**src/rtl/uart_tx_sequencer.sv**
```systemverilog
// 8N1 UART transmitter shared by two requesters through a round-robin arbiter.
// One frame is in flight at a time; ena low stalls the whole sequencer in place.
module uart_tx_sequencer #(
  parameter int unsigned CLKS_PER_BIT = 16
) (
  input  logic       clk,
  input  logic       rst_n,
  input  logic       ena,
  input  logic [1:0] req,
  input  logic [7:0] data0,
  input  logic [7:0] data1,
  output logic [1:0] gnt,
  output logic       owner,
  output logic       busy,
  output logic       done,
  output logic       tx
);

  localparam logic [7:0] BaudMax = 8'(CLKS_PER_BIT - 1);

  typedef enum logic [1:0] {
    StIdle,
    StStart,
    StData,
    StStop
  } state_e;

  state_e     state_q, state_d;
  logic [7:0] baud_q, baud_d;
  logic [2:0] bit_q, bit_d;
  logic [7:0] byte_q, byte_d;
  logic       owner_q, owner_d;
  logic       last_q, last_d;
  logic [1:0] gnt_q, gnt_d;
  logic       done_q, done_d;
  logic       tx_q, tx_d;

  logic       any_req;
  logic       winner;
  logic       baud_wrap;

  always_comb begin
    any_req = |req;
    // On a tie the requester that was not served last goes first.
    if (req == 2'b11) begin
      winner = ~last_q;
    end else begin
      winner = req[1];
    end
  end

  assign baud_wrap = (baud_q == BaudMax);

  always_comb begin
    state_d = state_q;
    baud_d  = baud_q;
    bit_d   = bit_q;
    byte_d  = byte_q;
    owner_d = owner_q;
    last_d  = last_q;
    gnt_d   = 2'b00;
    done_d  = 1'b0;

    if (ena) begin
      unique case (state_q)
        StIdle: begin
          if (any_req) begin
            state_d = StStart;
            byte_d  = winner ? data1 : data0;
            owner_d = winner;
            last_d  = winner;
            gnt_d   = winner ? 2'b10 : 2'b01;
            baud_d  = '0;
            bit_d   = '0;
          end
        end
        StStart: begin
          if (baud_wrap) begin
            state_d = StData;
            baud_d  = '0;
            bit_d   = '0;
          end else begin
            baud_d = baud_q + 8'd1;
          end
        end
        StData: begin
          if (baud_wrap) begin
            baud_d = '0;
            if (bit_q == 3'd7) begin
              state_d = StStop;
              bit_d   = '0;
            end else begin
              bit_d = bit_q + 3'd1;
            end
          end else begin
            baud_d = baud_q + 8'd1;
          end
        end
        StStop: begin
          if (baud_wrap) begin
            state_d = StIdle;
            baud_d  = '0;
            done_d  = 1'b1;
          end else begin
            baud_d = baud_q + 8'd1;
          end
        end
        default: begin
          state_d = StIdle;
        end
      endcase
    end

    // Line level is registered from the next state so tx never glitches.
    unique case (state_d)
      StStart: tx_d = 1'b0;
      StData:  tx_d = byte_d[bit_d];
      default: tx_d = 1'b1;
    endcase
  end

  always_ff @(posedge clk or negedge rst_n) begin
    if (!rst_n) begin
      state_q <= StIdle;
      baud_q  <= '0;
      bit_q   <= '0;
      byte_q  <= '0;
      owner_q <= 1'b0;
      last_q  <= 1'b1;
      gnt_q   <= 2'b00;
      done_q  <= 1'b0;
      tx_q    <= 1'b1;
    end else begin
      state_q <= state_d;
      baud_q  <= baud_d;
      bit_q   <= bit_d;
      byte_q  <= byte_d;
      owner_q <= owner_d;
      last_q  <= last_d;
      gnt_q   <= gnt_d;
      done_q  <= done_d;
      tx_q    <= tx_d;
    end
  end

  assign gnt   = gnt_q;
  assign owner = owner_q;
  assign busy  = (state_q != StIdle);
  assign done  = done_q;
  assign tx    = tx_q;

`ifndef SYNTHESIS
  gnt_onehot_a: assert property (@(posedge clk) disable iff (!rst_n) gnt != 2'b11);
  gnt_done_a:   assert property (@(posedge clk) disable iff (!rst_n) !((|gnt) && done));
  baud_range_a: assert property (@(posedge clk) disable iff (!rst_n) baud_q <= BaudMax);
`endif

endmodule

```
**config.mk**
```make
export PLATFORM = sky130hd
export DESIGN_NAME = uart_tx_sequencer
export DESIGN_NICKNAME = d
export VERILOG_FILES = /design/src/rtl/uart_tx_sequencer.sv
export SDC_FILE = /design/constraint.sdc
export NUM_CORES = 1
export LEC_CHECK = 0
export ABC_AREA = 1
export CORE_UTILIZATION = 35
export CTS_CLUSTER_DIAMETER = 80
export DETAILED_ROUTE_END_ITERATION = 6
export HOLD_SLACK_MARGIN = 0.06
export SYNTH_ARGS = -nofsm -noshare
export SYNTH_HDL_FRONTEND = slang
export SYNTH_SLANG_ARGS = --single-unit
export TNS_END_PERCENT = 50
```
**constraint.sdc**
```tcl
create_clock -name clk -period 2.79 [get_ports clk]
set_input_delay 0.837 -clock clk [delete_from_list [all_inputs] [get_ports clk]]
set_output_delay 0.837 -clock clk [all_outputs]
set_load 0.05 [all_outputs]
```
==> results.json, run 1 <==
{
  "drt_iter0_markers": 53,
  "cp-start-kind": "register",
  "final_hold_viol_count": 0,
  "cts_made_buffers": 3,
  "cts_resized": 0,
  "cp_cell_sequence": "inv_2 -> nand2_4 -> clkdlybuf4s50_1",
  "min_path_type": "reg2reg",
  "yosysWarnings": 0,
  "slowest_delay_ns": 0.81,
  "synthesis.nets": 229,
  "worstSetupPathDepth": 3,
  "worstMarginPinSlew_ns": 0.5013,
  "post_cts_buffers": 0,
  "syn-cell-area_sq_um": 1564,
  "synth_top_area_cell": "dfrtp_1",
  "netlist.area_leader.share_pct": 40.00,
  "skew_ns": 0.003634,
  "syn_inst": 205,
  "p_int_w": 0.0009159,
  "path_class": "reg2out",
  "io_pins": 27,
  "portBuffers": 26,
  "seq_area_frac_synth_pct": 43.36,
  "dr.pass1.iters": 4,
  "yosys_most_used_dff": "dfrtp_1",
  "dp_cells": 283,
  "synth_cell_types": 30,
  "grt_max_degree": 28,
  "rsz0062_at_grt": "no",
  "cts_root_buffer": "clkbuf_8",
  "drive_above_1_share_pct": 12.66,
  "die_h_um": 68.85,
  "hold-path-cell-count": 2,
  "clockBufferDepth": 2,
  "setup-tns-final_ns": 0,
  "synth_area_leaders": "dfrtp_1, nand2_1, inv_1",
  "fmax_mhz": 386.7,
  "gr-total-overflow": 0,
  "cp_data_required_time_ns": 1.95,
  "finalCritPeriodShare_pct": 92.70,
  "fill_cells": 436,
  "cp_slowest_cell": "clkdlybuf4s50_1",
  "cp-end-kind": "output port",
  "stdcell_count": 287,
  "leakage_nw": 1.020,
  "cts_hold_buf": 0,
  "path_buf_inv": 2,
  "diodes": 0,
  "antenna_found_initial": 0,
  "p_per_area_nw_per_um2": 803.5,
  "grt.total_usage_pct": 15.37,
  "die_w_um": 68.85,
  "ctsHtreeMaxLevel": 1,
  "core_area_sq_um": 4144,
  "worstSkewPairLatency_ns": 0.27,
  "wire_per_inst_um": 11.09,
  "synth_edf_count": 0,
  "syn_to_final_growth_pct": 24.24,
  "period_minus_slack_ns": 2.586,
  "drtAntennaViolNets": 0,
  "cts_tree": "done",
  "seq_power_share_pct": 41.1,
  "fin_nets": 262,
  "drc": 0,
  "initial_core_util_pct": 37.74,
  "cts.sinks": 27,
  "finalWirelength_um": 3183,
  "status": "finished clean",
  "final-max-slew-violation-count": 0,
  "maxCapViolCount": 0,
  "grt_pass1_wl_um": 5361,
  "rr_worst_depth": 14,
  "critPathMaxFanout": 6,
  "dpl.hpwl_um": 2471,
  "vias": 1317,
  "vdd_drop_max_mv": 0.2876,
  "synth_seq_cells": 27,
  "rows": 23,
  "synthArstFlopShare_pct": 100.0,
  "critPathTopFamily": "buffers and inverters",
  "via_per_inst": 4.589,
  "clkTransAtPathRegs_ns": 0.09,
  "gp_congestion": 0.7738,
  "power_switching_w": 0.0006454,
  "syn_avg_cell_area_sq_um": 7.629,
  "worstPathArrival_ns": 1.75,
  "combPwrFrac_pct": 44.7,
  "dieArea_sq_um": 4740,
  "setup_viol": 0,
  "first_global_vias": 1224,
  "clkPwrFrac_pct": 14.2,
  "swShare_pct": 41.34,
  "slew_headroom_pct": 66.48
}
state kept, by name (all words and copies together), names as in the netlist:
register	count
last_q	1
bit_q	3
byte_q	8
done	1
gnt	2
state_q	2
owner	1
baud_q	8
tx	1
worst min-delay path: cells and delay by family (launching register included):
family / cells / cell delay, ns
DFF: 1 / 0.38
and+or+nand+nor: 2 / 0.09
power groups by stage:
stage	Sequential (W)	Combinational, W	Clock, W
2_1_floorplan	0.000684	0.000491	0
3_3_place_gp	0.000648	0.000698	0
3_5_place_dp	0.000650	0.000705	0
4_1_cts	0.000643	0.000707	0.000232
5_1_grt	0.000663	0.000802	0.000243
6_report	0.000642	0.000698	0.000221
metal layers:
metal / track usage, % / vias to the layer above / routed length (um)
met4: 6.122 / 0 / 44
met2: 25.12 / 15 / 1442
met1: 20.30 / 598 / 1609
met3: 2.138 / 4 / 87
met5: 0 / - / 0
li1: - / 700 / -
cell usage in the layout (no fill, tap or decap), drive strengths merged:
cell type and n:
a32o 1, dfstp 2, nand4 1, inv 34, buf 3, xor2 3
clkbuf 4, a2bb2oi 1, nand2 62, dfrtp 25, or2 1, o21a 1
clkinv 1, clkdlybuf4s50 26, nor3 3, o22ai 2, o21ai 7, a21oi 1
nor2 33, a31oi 1, xnor2 1, nand3 21, ha 3
final timing paths:
path | startpoint | endpoint | slack, ns
max in group asynchronous | rst_n | last_q$_DFFE_PN1P_ | 1.55
min in group asynchronous | rst_n | done$_DFF_PN0_ | 0.93
hold / removal | last_q$_DFFE_PN1P_ | last_q$_DFFE_PN1P_ | 0.47
setup reg to reg | bit_q[0]$_DFF_PN0_ | tx$_DFF_PN1_ | 0.83
hold reg to reg | last_q$_DFFE_PN1P_ | last_q$_DFFE_PN1P_ | 0.47
setup / recovery | state_q[0]$_DFF_PN0_ | busy | 0.20
logic make-up after synthesis:
logic type                 after synthesis  share of synthesized area, %
and+or+nand+nor                        121                         36.40
xor gates and xnor gates                 4                         2.240
DFF                                     27                         43.36
adders and majority gates                3                         2.400
buffers and inverters                   36                         9.199
AOI/OAI and AO/OA                       14                         6.400
cell usage after synthesis, types with 2 or more instances:
master	instances
nand2_1	55
inv_1	31
nor2_1	28
dfrtp_1	25
nand3_1	18
nand2_2	4
nor2_4	4
o21ai_0	4
ha_1	3
inv_2	3
nand2_4	3
nand3_2	3
nor3_1	3
xor2_1	3
dfstp_2	2
o22ai_1	2
stage by stage:
stage | util [%] | cell area, sq um | setup WS [ns] | hold WS, ns | power, W
after floorplan | - | 1564 | 0.8781 | 0.4419 | 0.001175
after global placement | 45.80 | 1898 | 0.1261 | 0.4529 | 0.001345
after detailed placement | 45.80 | 1898 | 0.09399 | 0.4546 | 0.001355
after CTS | 46.89 | 1943 | 0.1767 | 0.4690 | 0.001583
after global routing | 46.89 | 1943 | 0.1209 | 0.4830 | 0.001708
final | 46.89 | 1943 | 0.2038 | 0.4657 | 0.001561
final cells by class:
| cell class | count | area (sq um) | share of cell area, % |
|---|---|---|---|
| Clock buffer | 4 | 45.04 | 2.318 |
| Timing Repair Buffer | 29 | 282.8 | 14.55 |
| Sequential cell | 27 | 678.2 | 34.90 |
| Multi-Input combinational cell | 142 | 742.0 | 38.18 |
| Tap cell | 50 | 62.56 | 3.220 |
| Inverter | 35 | 132.6 | 6.826 |
(Power assumes the default switching activity.)
==> run 2, diff against run 1 <==
==> constraint.sdc (replaced) <==
create_clock -name clk -period 2.43 [get_ports clk]
set_input_delay 0.729 -clock clk [delete_from_list [all_inputs] [get_ports clk]]
set_output_delay 0.729 -clock clk [all_outputs]
set_load 0.05 [all_outputs]
==> results.json, run 2 (synthesized netlist as in run 1, its figures left out) <==
{
  "final-max-slew-violation-count": 0,
  "cp_slowest_cell": "clkdlybuf4s50_1",
  "vias": 1363,
  "min_path_type": "reg2reg",
  "layout_commonest_cell": "nand2_1",
  "drt_iter0_markers": 61,
  "slowest_delay_ns": 0.79,
  "cp-end-kind": "output port",
  "grt_pass1_wl_um": 5582,
  "clkTransAtPathRegs_ns": 0.10,
  "syn_to_final_growth_pct": 28.80,
  "cts_resized": 0,
  "drtAntennaViolNets": 0,
  "period_minus_slack_ns": 2.336,
  "cp-start-kind": "register",
  "status": "finished clean",
  "cts_root_buffer": "clkbuf_8",
  "finalCritPeriodShare_pct": 96.12,
  "finalWorstSetupSlack_ns": 0.09424,
  "vdd_drop_max_mv": 0.4238,
  "combPwrFrac_pct": 45.8,
  "drive_above_1_share_pct": 16.33,
  "final_hold_viol_count": 0,
  "dr.pass1.iters": 4,
  "fin_nets": 270,
  "portBuffers": 26,
  "power_switching_w": 0.0007666,
  "leakage_nw": 1.065,
  "worstSkewPairLatency_ns": 0.28,
  "dieArea_sq_um": 4740,
  "cts_hold_buf": 0,
  "diodes": 0,
  "clockBufferDepth": 2,
  "post_cts_buffers": 0,
  "ctsHtreeMaxLevel": 1,
  "clkPwrFrac_pct": 14.5,
  "path_class": "reg2out",
  "cts_made_buffers": 3,
  "dpl.hpwl_um": 2566,
  "cts_tree": "done",
  "antenna_found_initial": 0,
  "reg2reg_slack_ns": 0.46,
  "hold-path-cell-count": 2,
  "initial_core_util_pct": 37.74,
  "slew_headroom_pct": 67.06,
  "first_global_vias": 1263,
  "cp_cell_sequence": "clkdlybuf4s50_1",
  "core_area_sq_um": 4144,
  "cts.sinks": 27,
  "cp_data_required_time_ns": 1.70,
  "gp_congestion": 0.8119,
  "setup_viol": 0,
  "fin_total_pwr_w": 0.001850,
  "finalWirelength_um": 3341,
  "top_regs": "baud_q x8, byte_q x8, bit_q x3",
  "critPathTopFamily": "buffers and inverters",
  "layout_common_cells": "nand2_1, inv_1, nor2_1",
  "timing.rr.start": "bit_q[0]$_DFF_PN0_",
  "rr_worst_depth": 14,
  "io_pins": 27,
  "maxCapViolCount": 0,
  "seq_power_share_pct": 39.8,
  "via_per_inst": 4.620,
  "rsz0062_at_grt": "no",
  "worstMarginPinSlew_ns": 0.4925,
  "path_buf_inv": 1,
  "preCtsSetupSlack_ns": -0.01334,
  "drc": 0,
  "skew_ns": 0.003821,
  "fmax_mhz": 428.1,
  "gr-total-overflow": 0,
  "die_w_um": 68.85,
  "swShare_pct": 41.43,
  "wire_per_inst_um": 11.33,
  "p_per_area_nw_per_um2": 918.5,
  "grt_max_degree": 28,
  "hold_start": "last_q$_DFFE_PN1P_",
  "worstPathArrival_ns": 1.61,
  "critPathMaxFanout": 1,
  "reg2reg_to": "tx$_DFF_PN1_",
  "die_h_um": 68.85,
  "holdPathEnd": "last_q$_DFFE_PN1P_",
  "p_int_w": 0.001084,
  "grt.total_usage_pct": 16.27,
  "rows": 23
}
-- run 2: worst max path at each step --
stage,startpoint,endpoint,depth (start not counted)
floorplan,bit_q[0]$_DFF_PN0_,tx$_DFF_PN1_,14
global placement,ena,tx$_DFF_PN1_,14
detailed placement,ena,tx$_DFF_PN1_,14
CTS,tx$_DFF_PN1_,tx,1
global route,tx$_DFF_PN1_,tx,1
finish,tx$_DFF_PN1_,tx,1
-- run 2: per-stage QoR --
stage                     cells  TNS (ns)  cell area (sq um)  utilization, %  hold slack [ns]
final                       295         0               2014           48.61           0.4673
after CTS                   295         0               2014           48.61           0.4695
after floorplan             205         0               1564               -           0.4334
after global placement      291         0               1968           47.49           0.4522
after detailed placement    291  -0.01334               1968           47.49           0.4544
after global routing        295         0               2014           48.61           0.4935
-- run 2: final cells by class --
class                           instances  area [sq um]
Fill cell                             436          2130
Multi-Input combinational cell        142         742.0
Sequential cell                        27         678.2
Timing Repair Buffer                   37         352.8
Inverter                               35         132.6
Tap cell                               50         62.56
Clock buffer                            3         41.29
Clock inverter                          1         5.005
-- run 2: power groups by stage --
stage	registers (W)	logic [W]	clock network [W]
after floorplan	0.000786	0.000564	0
after global placement	0.000744	0.000845	0
after detailed placement	0.000742	0.000857	0
after CTS	0.000736	0.000859	0.000280
after global routing	0.000756	0.000954	0.000301
final	0.000736	0.000847	0.000267
-- run 2: metal layers --
layer	share of wire (%)	global-route usage [%]	wire length, um
met2	47	25.85	1584
met4	2.0	7.653	67
met1	48	21.78	1612
met3	2.3	2.138	77
met5	0	0	0
